<file path="config.mk">
export PLATFORM = sky130hd
export DESIGN_NAME = fetch_pc_gen
export DESIGN_NICKNAME = d
export VERILOG_FILES = /design/src/rtl/fetch_pkg.sv /design/src/rtl/pred_meta_fifo.sv /design/src/rtl/fetch_pc_gen.sv
export SDC_FILE = /design/constraint.sdc
export NUM_CORES = 1
export LEC_CHECK = 0
export ABC_AREA = 1
export CAP_MARGIN = 20
export CORE_MARGIN = 2
export CORE_UTILIZATION = 62
export DETAILED_ROUTE_END_ITERATION = 7
export DONT_BUFFER_PORTS = 1
export HOLD_SLACK_MARGIN = 0.08
export PLACE_DENSITY = 0.84
export SYNTH_ARGS = -nofsm -noshare
export SYNTH_HDL_FRONTEND = slang
export SYNTH_SLANG_ARGS = --single-unit
</file>
<file path="constraint.sdc">
create_clock -name sysclk -period 3.6 [get_ports sysclk]
set_input_delay 0.9 -clock sysclk [delete_from_list [all_inputs] [get_ports sysclk]]
set_output_delay 0.9 -clock sysclk [all_outputs]
set_load 0.005 [all_outputs]
</file>
<file path="src/rtl/fetch_pkg.sv">
// fetch_pkg: shared types, widths and PC alignment helper for the fetch stage.
package fetch_pkg;
    localparam int XLEN        = 32;
    localparam int PHT_IDX_W   = 8;
    localparam int INSTR_BYTES = 4;

    typedef enum logic [1:0] {IDLE, RUN, FLUSH} fetch_state_t;

    typedef struct packed {
        logic [XLEN-1:0]      pc;
        logic                 taken;
        logic [XLEN-1:0]      target;
        logic [PHT_IDX_W-1:0] idx;
    } fetch_meta_t;

    function automatic logic [XLEN-1:0] align_pc(input logic [XLEN-1:0] a);
        return a & ~XLEN'(INSTR_BYTES - 1);
    endfunction
endpackage

</file>
<file path="src/rtl/pred_meta_fifo.sv">
// pred_meta_fifo: synchronous FIFO of per-fetch prediction metadata with flush.
module pred_meta_fifo
    import fetch_pkg::*;
#(
    parameter int DEPTH = 4
) (
    input  logic        clk_i,
    input  logic        rst_ni,
    input  logic        push_i,
    input  logic        pop_i,
    input  logic        flush_i,
    input  fetch_meta_t din_i,
    output logic        full_o,
    output logic        valid_o,
    output fetch_meta_t head_o
);
    localparam int AW = $clog2(DEPTH);

    logic [AW-1:0] wr_q, rd_q;
    logic [AW:0]   cnt_q;
    fetch_meta_t   mem_q [DEPTH];
    logic          do_push, do_pop;

    assign full_o  = cnt_q == (AW+1)'(DEPTH);
    assign valid_o = cnt_q != '0;
    assign head_o  = mem_q[rd_q];
    assign do_push = push_i & ~full_o;
    assign do_pop  = pop_i & valid_o;

    always_ff @(posedge clk_i or negedge rst_ni) begin
        if (!rst_ni) begin
            wr_q  <= '0;
            rd_q  <= '0;
            cnt_q <= '0;
            for (int i = 0; i < DEPTH; i++) mem_q[i] <= '0;
        end else if (flush_i) begin
            wr_q  <= '0;
            rd_q  <= '0;
            cnt_q <= '0;
        end else begin
            if (do_push) begin
                mem_q[wr_q] <= din_i;
                wr_q        <= wr_q + AW'(1);
            end
            if (do_pop) rd_q <= rd_q + AW'(1);
            cnt_q <= cnt_q + (AW+1)'(do_push) - (AW+1)'(do_pop);
        end
    end
endmodule

</file>
<file path="src/rtl/fetch_pc_gen.sv">
// fetch_pc_gen: fetch PC register, IDLE/RUN/FLUSH control and next-PC selection
// from predictor answers, recording prediction metadata for EX.
module fetch_pc_gen
    import fetch_pkg::*;
#(
    parameter logic [XLEN-1:0] RESET_PC   = '0,
    parameter int              FIFO_DEPTH = 4
) (
    input  logic                 sysclk,
    input  logic                 nrst,
    output logic [XLEN-1:0]      imem_addr,
    output logic                 imem_valid,
    input  logic                 imem_ready,
    input  logic                 stall,
    input  logic                 pred_hit,
    input  logic                 pred_taken,
    input  logic [XLEN-1:0]      pred_target,
    input  logic [PHT_IDX_W-1:0] pred_idx,
    input  logic                 redirect_valid,
    input  logic [XLEN-1:0]      redirect_pc,
    output logic                 meta_valid,
    input  logic                 meta_ready,
    output logic [XLEN-1:0]      meta_pc,
    output logic                 meta_taken,
    output logic [XLEN-1:0]      meta_target,
    output logic [PHT_IDX_W-1:0] meta_idx
);
    fetch_state_t    state_q;
    logic [XLEN-1:0] pc_q, pc_d, nxt;
    logic            pt, fire, full;
    fetch_meta_t     head;

    assign pt         = pred_hit & pred_taken;
    assign nxt        = pt ? align_pc(pred_target) : pc_q + XLEN'(INSTR_BYTES);
    assign imem_valid = (state_q == RUN) & ~full;
    assign fire       = imem_valid & imem_ready & ~stall & ~redirect_valid;
    assign pc_d       = redirect_valid ? align_pc(redirect_pc) : fire ? nxt : pc_q;
    assign imem_addr  = pc_q;

    // IDLE always advances to RUN; a redirect arriving in IDLE only retargets the PC
    always_ff @(posedge sysclk or negedge nrst) begin
        if (!nrst) begin
            state_q <= IDLE;
            pc_q    <= RESET_PC;
        end else begin
            state_q <= (state_q == IDLE || !redirect_valid) ? RUN : FLUSH;
            pc_q    <= pc_d;
        end
    end

    pred_meta_fifo #(.DEPTH(FIFO_DEPTH)) u_fifo (
        .clk_i   (sysclk),
        .rst_ni  (nrst),
        .push_i  (fire),
        .pop_i   (meta_valid & meta_ready & ~redirect_valid),
        .flush_i (redirect_valid),
        .din_i   ('{pc: pc_q, taken: pt, target: nxt, idx: pred_idx}),
        .full_o  (full),
        .valid_o (meta_valid),
        .head_o  (head)
    );

    assign meta_pc     = head.pc;
    assign meta_taken  = head.taken;
    assign meta_target = head.target;
    assign meta_idx    = head.idx;
endmodule

</file>
==> reports/results.txt, run 1 <==
Clock root cell = clkbuf_16
Clk_lat worst skew = 520 ps
Max Cap Violations = 0
Final Hold Fails = 0
GRT Overall Usage = 36.1%
DR iter-0 viols = 1900
Mapped Cells = 1995
Share of layout cells above drive strength 1 = 5.02%
Largest family of logic cells by synthesized area = simple AND/OR/NAND/NOR gates
Sequential area share after synthesis = 53.1%
Hold crit path type = primary input to async pin
Bufs on Longest Clock Path = 3
Post-Syn Area = 15700 um^2
Cells after DPL = 2217
Num CTS Buffers = 35
Die height = 163 um
Synth Area in Simple Gates = 26.0%
R2R Path End = u_fifo.mem_q[103]
Largest net degree at the start of global routing = 309
Startpoint types = register
Area post-placement = 15700 um^2
Setup slack, reg-to-reg = 1020 ps
Critical Path End = meta_pc[0]
Min Clock Period, post-route = 3260 ps
Worst EP arrival = 2360 ps
CP required = 2700 ps
Post-layout util = 67.8%
Slowest cell on the critical path = dfrtp_4
Fin crit share = 90.5%
Routed Antenna Nets = 0
Port Buffers = 0
CTS tree = built
Unique masters post-synth = 27
Static Leak = 8.45 nW
Worst-path clk slew = 60 ps
DR DRC count = 0
Worst Setup End Kind = output port
Mux cell area share after synthesis = 0%
Compound-Gate Fraction of Synth Area = 14.8%
Final setup vio count = 0
Final Non-Filler Cells = 2291
Avg Inst Size Synth = 7.87 um^2
Drt via density = 6.25
Number of sinks on the clock net = 333
Die width = 163 um
Reg2reg path depth = 8
Post-Synth XOR/XNOR Area = 0.0558%
RSZ-0062 raised after global routing = no
Crit Path Class = register to output port
Layout area overhead = 8.15%
Grt total ovfl = 0
Synth Register Bits = 333
HPWL Detailed = 29500 um
H-Tree Level Count = 2
Crit-path max FO = 46
Core region area = 25000 um^2
Yosys warnings = 0
Worst path max stage delay = 500 ps
Final wirelength = 47700 um
Measured slew at the worst slew-check pin = 1030 ps
Final net count = 2018
Slew Limit Headroom = 31.5%
Vias = 14310
Setup TNS = 0 ps
Adder-Cell Fraction of Synth Area = 0.685%
First-pass iteration count of the detailed router = 6
Worst Skew = 15.0 ps
Die Footprint = 26600 um^2
Routed len/inst = 20.8 um
CP cell instances = inv_4 -> buf_4 -> o21ai_0 -> o22ai_1
Synth Net Count = 2083
Antenna violations before repair = 9
First-pass GRT wire length = 74700 um
Initial core utilization = 62.7%
Final Max Tran Viols = 0
Routability cong. = 0.973
FP Rows = 58
Design area = 17000 um^2
Ports = 187
PD cells = 643 nW/um^2
VDD IR max = 0.000453 V
Outcome = complete, no violations
Vias in the first global route = 13642
CP Launch Point = u_fifo.rd_q[0]
R2r startpoint = u_fifo.cnt_q[1]
Achievable frequency = 307 MHz
[power by group]
part,switching [mW],total [mW],internal [mW]
Clock,1.49,3.61,2.12
Sequential,0.389,4.68,4.29
Combinational,1.82,2.64,0.815
[metrics by stage]
stage	power, mW	hold WS (ps)	setup WS, ps
floorplan	6.48	444	966
global placement	7.19	457	759
detailed placement	7.30	461	740
CTS	10.9	81.1	393
global route	11.5	79.8	259
finish	10.9	73.3	343
[per-layer routing]
metal  up-vias  part of all wire, %  GRT usage (%)
met5         -                0.040              0
met3       159                   12           12.1
li1       6424                    -              -
met1      6906                   38           46.6
met2       817                   45           55.7
met4         4                  4.9           16.4
[cell usage in the layout (no fill, tap or decap), types with 2 or more instances in the layout]
| master | n |
|---|---|
| o21ai_1 | 38 |
| o211ai_1 | 10 |
| o21ai_2 | 2 |
| or2_2 | 11 |
| inv_6 | 2 |
| o22ai_1 | 73 |
| clkbuf_8 | 10 |
| o21ai_0 | 309 |
| nand2_4 | 4 |
| dlygate4sd3_1 | 5 |
| inv_2 | 5 |
| diode_2 | 7 |
| buf_12 | 3 |
| nand2_1 | 628 |
| a21oi_1 | 6 |
| ha_1 | 7 |
| or2_1 | 10 |
| buf_4 | 13 |
| nor2_1 | 201 |
| clkinv_2 | 3 |
| inv_1 | 76 |
| dfrtp_1 | 331 |
| clkbuf_16 | 36 |
| clkbuf_1 | 8 |
| nand3_1 | 150 |
[Yosys cell counts]
cell type / count / area [um^2]
or2_2: 11 / 68.8
buf_6: 4 / 45.0
a21oi_1: 6 / 30.0
o21ai_1: 38 / 190
buf_2: 32 / 160
nand3_1: 150 / 751
fa_1: 1 / 20.0
dfrtp_1: 333 / 8330
buf_1: 1 / 3.75
nand4_2: 1 / 12.5
o22ai_1: 73 / 457
clkbuf_1: 85 / 319
nand4_1: 1 / 6.26
xor2_1: 1 / 8.76
nand2_1: 629 / 2360
nor2_8: 1 / 20.0
nor2_1: 201 / 754
inv_1: 78 / 293
a31oi_1: 1 / 6.26
o21ai_0: 309 / 1550
inv_2: 4 / 15.0
or2_1: 10 / 62.6
ha_1: 7 / 87.6
o211ai_1: 10 / 75.1
nand2_4: 4 / 45.0
o21ai_2: 2 / 17.5
buf_4: 2 / 15.0
[sequential cells by signal, indices dropped and copies added (netlist names)]
signal,cells
imem_addr,32
u_fifo.wr_q,2
u_fifo.mem_q,292
state_q,2
u_fifo.rd_q,2
u_fifo.cnt_q,3
[repair_timing]
item / 4_1_cts / 5_1_grt
resized for setup: 0 / 0
buffers inserted: 0 / 0
endpoints found under the hold margin: 24 / 3
hold buffers: 3 / 2
[cell families (layout without fill, tap and decap cells)]
group,after synthesis,count (layout)
other,0,7
buffers and inverters,206,165
xor gates and xnor gates,1,1
adders and majority gates,8,8
AOI/OAI and AO/OA,439,439
DFF,333,333
and+or+nand+nor,1008,1008
[worst min-delay path by stage]
stage,start,endpoint,slack (ps),cells after the start
detailed placement,u_fifo.mem_q[85],u_fifo.mem_q[85],460,2
floorplan,u_fifo.mem_q[89],u_fifo.mem_q[89],440,2
CTS,nrst,u_fifo.mem_q[55],80,0
global placement,u_fifo.mem_q[180],u_fifo.mem_q[180],460,2
finish,nrst,u_fifo.mem_q[55],70,0
global route,nrst,u_fifo.mem_q[274],80,0
[worst max-delay path, delay by kind of cell (launching register included)]
| kind | cells | cell delay [ps] |
|---|---|---|
| buffers and inverters | 2 | 830 |
| flip-flops | 1 | 500 |
| AO/OA/AOI/OAI | 2 | 460 |
[cell type report]
| type | instances | area, um^2 |
|---|---|---|
| Fill cell | 1994 | 8050 |
| Clock buffer | 54 | 1070 |
| Sequential cell | 333 | 8340 |
| Multi-Input combinational cell | 1456 | 6520 |
| Antenna cell | 7 | 17.5 |
| Tap cell | 330 | 413 |
| Timing Repair Buffer | 22 | 235 |
| Inverter | 82 | 310 |
| Clock inverter | 7 | 78.8 |
No activity file was read; power rests on OpenSTA's default activity.
==> run 2: changes to the inputs <==
--- a/config.mk
+++ b/config.mk
@@ -11,7 +11,7 @@
 export CORE_UTILIZATION = 62
 export DETAILED_ROUTE_END_ITERATION = 7
 export DONT_BUFFER_PORTS = 1
-export HOLD_SLACK_MARGIN = 0.08
+export MAX_ROUTING_LAYER = met4
 export PLACE_DENSITY = 0.84
 export SYNTH_ARGS = -nofsm -noshare
 export SYNTH_HDL_FRONTEND = slang
==> reports/results.txt, run 2 (synthesis results as in run 1) <==
Outcome = complete, no violations (unchanged)
Fin crit share = 90.2% (was 90.5%)
Final net count = 2014 (was 2018)
Routed Antenna Nets = 0 (unchanged)
Worst path max stage delay = 720 ps (was 500 ps)
HPWL Detailed = 29300 um (was 29500 um)
Clock root cell = clkbuf_16 (unchanged)
Hold Slack = 87.3 ps (was 73.3 ps)
Final Non-Filler Cells = 2288 (was 2291)
P_sw = 3.70 mW (about the same)
Multi-input logic area = 6520 um^2 (unchanged)
Clk_lat worst skew = 520 ps (about the same)
Vias in the first global route = 13695 (was 13642)
Setup ws final = 354 ps (was 343 ps)
Port Buffers = 0 (unchanged)
Routed len/inst = 20.7 um (was 20.8 um)
CP Launch Point = u_fifo.rd_q[1] (was u_fifo.rd_q[0])
Die Footprint = 26600 um^2 (unchanged)
VDD IR max = 0.000412 V (was 0.000453 V)
First-pass GRT wire length = 74600 um (was 74700 um)
CTS tree = built (unchanged)
Commonest non-fill, non-tap cell in the layout = nand2_1 (unchanged)
Min Clock Period, post-route = 3250 ps (was 3260 ps)
P_int = 7.30 mW (was 7.23 mW)
Worst Skew = 12.3 ps (was 15.0 ps)
Final Max Tran Viols = 0 (unchanged)
GRT Overall Usage = 37.1% (was 36.1%)
Share of layout cells above drive strength 1 = 5.12% (was 5.02%)
Final wirelength = 47400 um (was 47700 um)
Achievable frequency = 308 MHz (was 307 MHz)
Worst Setup End Kind = output port (unchanged)
Bufs on Longest Clock Path = 3 (unchanged)
Flop pwr share = 42.4% (was 42.8%)
Largest net degree at the start of global routing = 334 (was 309)
Sequential cell area = 8340 um^2 (unchanged)
Crit-path max FO = 73 (was 46)
CTS hold repair buffers = 0 (was 3)
Tot Pwr = 11.0 mW (was 10.9 mW)
Clock share of power = 33.6% (was 33.0%)
# Post-CTS Setup Buffers = 0 (unchanged)
Hold crit path type = primary input to async pin (unchanged)
Pre-CTS setup slack = 734 ps (was 740 ps)
Slowest cell on the critical path = buf_4 (was dfrtp_4)
Grt total ovfl = 0 (unchanged)
Most frequent cells in the layout = 628 x nand2_1, 331 x dfrtp_1, 309 x o21ai_0 (unchanged)
Worst EP arrival = 2350 ps (was 2360 ps)
Antenna violations before repair = 4 (was 9)
Measured slew at the worst slew-check pin = 1120 ps (was 1030 ps)
Vias = 14255 (was 14310)
Final setup vio count = 0 (unchanged)
PD cells = 650 nW/um^2 (was 643 nW/um^2)
Final Hold Fails = 0 (unchanged)
R2r startpoint = u_fifo.cnt_q[1] (unchanged)
Number of fill cells = 2031 (was 1994)
Sw Share = 33.7% (was 33.9%)
H-Tree Level Count = 2 (unchanged)
PostCTS Resize Cnt = 0 (unchanged)
First-pass iteration count of the detailed router = 6 (unchanged)
Cells after DPL = 2218 (was 2217)
CP required = 2700 ps (about the same)
Static Leak = 8.43 nW (was 8.45 nW)
Layout area overhead = 7.86% (was 8.15%)
Number of sinks on the clock net = 333 (unchanged)
DR DRC count = 0 (unchanged)
Max Cap Violations = 0 (unchanged)
Routability cong. = 0.993 (was 0.973)
Die width = 163 um (unchanged)
Die height = 163 um (unchanged)
Worst-path clk slew = 60 ps (about the same)
Core region area = 25000 um^2 (unchanged)
Num CTS Buffers = 36 (was 35)
DR iter-0 viols = 2124 (was 1900)
Most flops, register = u_fifo.mem_q (unchanged)
Setup TNS = 0 ps (unchanged)
Startpoint types = register (unchanged)
Max reg flops = 292 (unchanged)
Slew Limit Headroom = 25.6% (was 31.5%)
Ports = 187 (unchanged)
CP cell instances = buf_4 -> o21ai_0 -> o22ai_1 (was inv_4 -> buf_4 -> o21ai_0 -> o22ai_1)
RSZ-0062 raised after global routing = no (unchanged)
Initial core utilization = 62.7% (unchanged)
Drt via density = 6.23 (was 6.25)
Comb pwr share = 23.9% (was 24.1%)
Crit Path Class = register to output port (unchanged)
FP Rows = 58 (unchanged)
==> run 2: cell types whose count changed in the layout (fill, tap and decap cells not counted), sizes merged <==
| cell | change |
|---|---|
| dlygate4sd3 | -5 |
| inv | -1 |
| bufinv | +1 |
| clkinv | +3 |
| diode | -1 |
==> run 2: through the flow <==
step                      cell area (um^2)  utilization (%)
after floorplan                      15700                -
after global placement               15700             62.9
after detailed placement             15700             62.9
after CTS                            16900             67.6
after global routing                 16900             67.6
final                                16900             67.7
==> run 2: power groups by stage <==
| stage | Sequential [mW] | Combinational [mW] | Clock [mW] |
|---|---|---|---|
| finish | 4.67 | 2.63 | 3.70 |
| global route | 4.72 | 2.93 | 3.87 |
| CTS | 4.65 | 2.60 | 3.71 |
| detailed placement | 4.71 | 2.58 | 0 |
| global placement | 4.68 | 2.52 | 0 |
| floorplan | 4.59 | 1.88 | 0 |
==> run 2: layout make-up <==
class / count / share of cell area (%)
flip-flops and latches: 333 / 49.2
multi-input cells: 1456 / 38.5
clock buffers: 54 / 6.32
well taps: 330 / 2.44
inverters: 82 / 1.83
repair buffers: 17 / 0.975
clock inverters: 10 / 0.613
diodes: 6 / 0.0886
==> run 2: worst max-delay path: cells and delay by family (launching register included) <==
kind | cells | cell delay, ps
buffers and inverters | 1 | 720
AO/OA/AOI/OAI | 2 | 720
flip-flops | 1 | 370
==> run 2: path summary, 6_finish.rpt <==
kind / slack [ps] / end / cells past startpoint
min in group sysclk: 450 / u_fifo.cnt_q[0] / 1
hold / removal: 90 / u_fifo.mem_q[129] / 0
hold reg to reg: 470 / u_fifo.mem_q[158] / 2
max in group asynchronous: 2610 / u_fifo.mem_q[266] / 0
setup reg to reg: 1040 / u_fifo.mem_q[85] / 9
setup / recovery: 350 / meta_pc[19] / 3
==> run 2: layer usage <==
layer / routed length, um / global-route usage [%]
met3: 5670 / 10.1
met2: 21100 / 54.4
met5: 0 / -
met4: 2680 / 19.1
met1: 17900 / 47.5
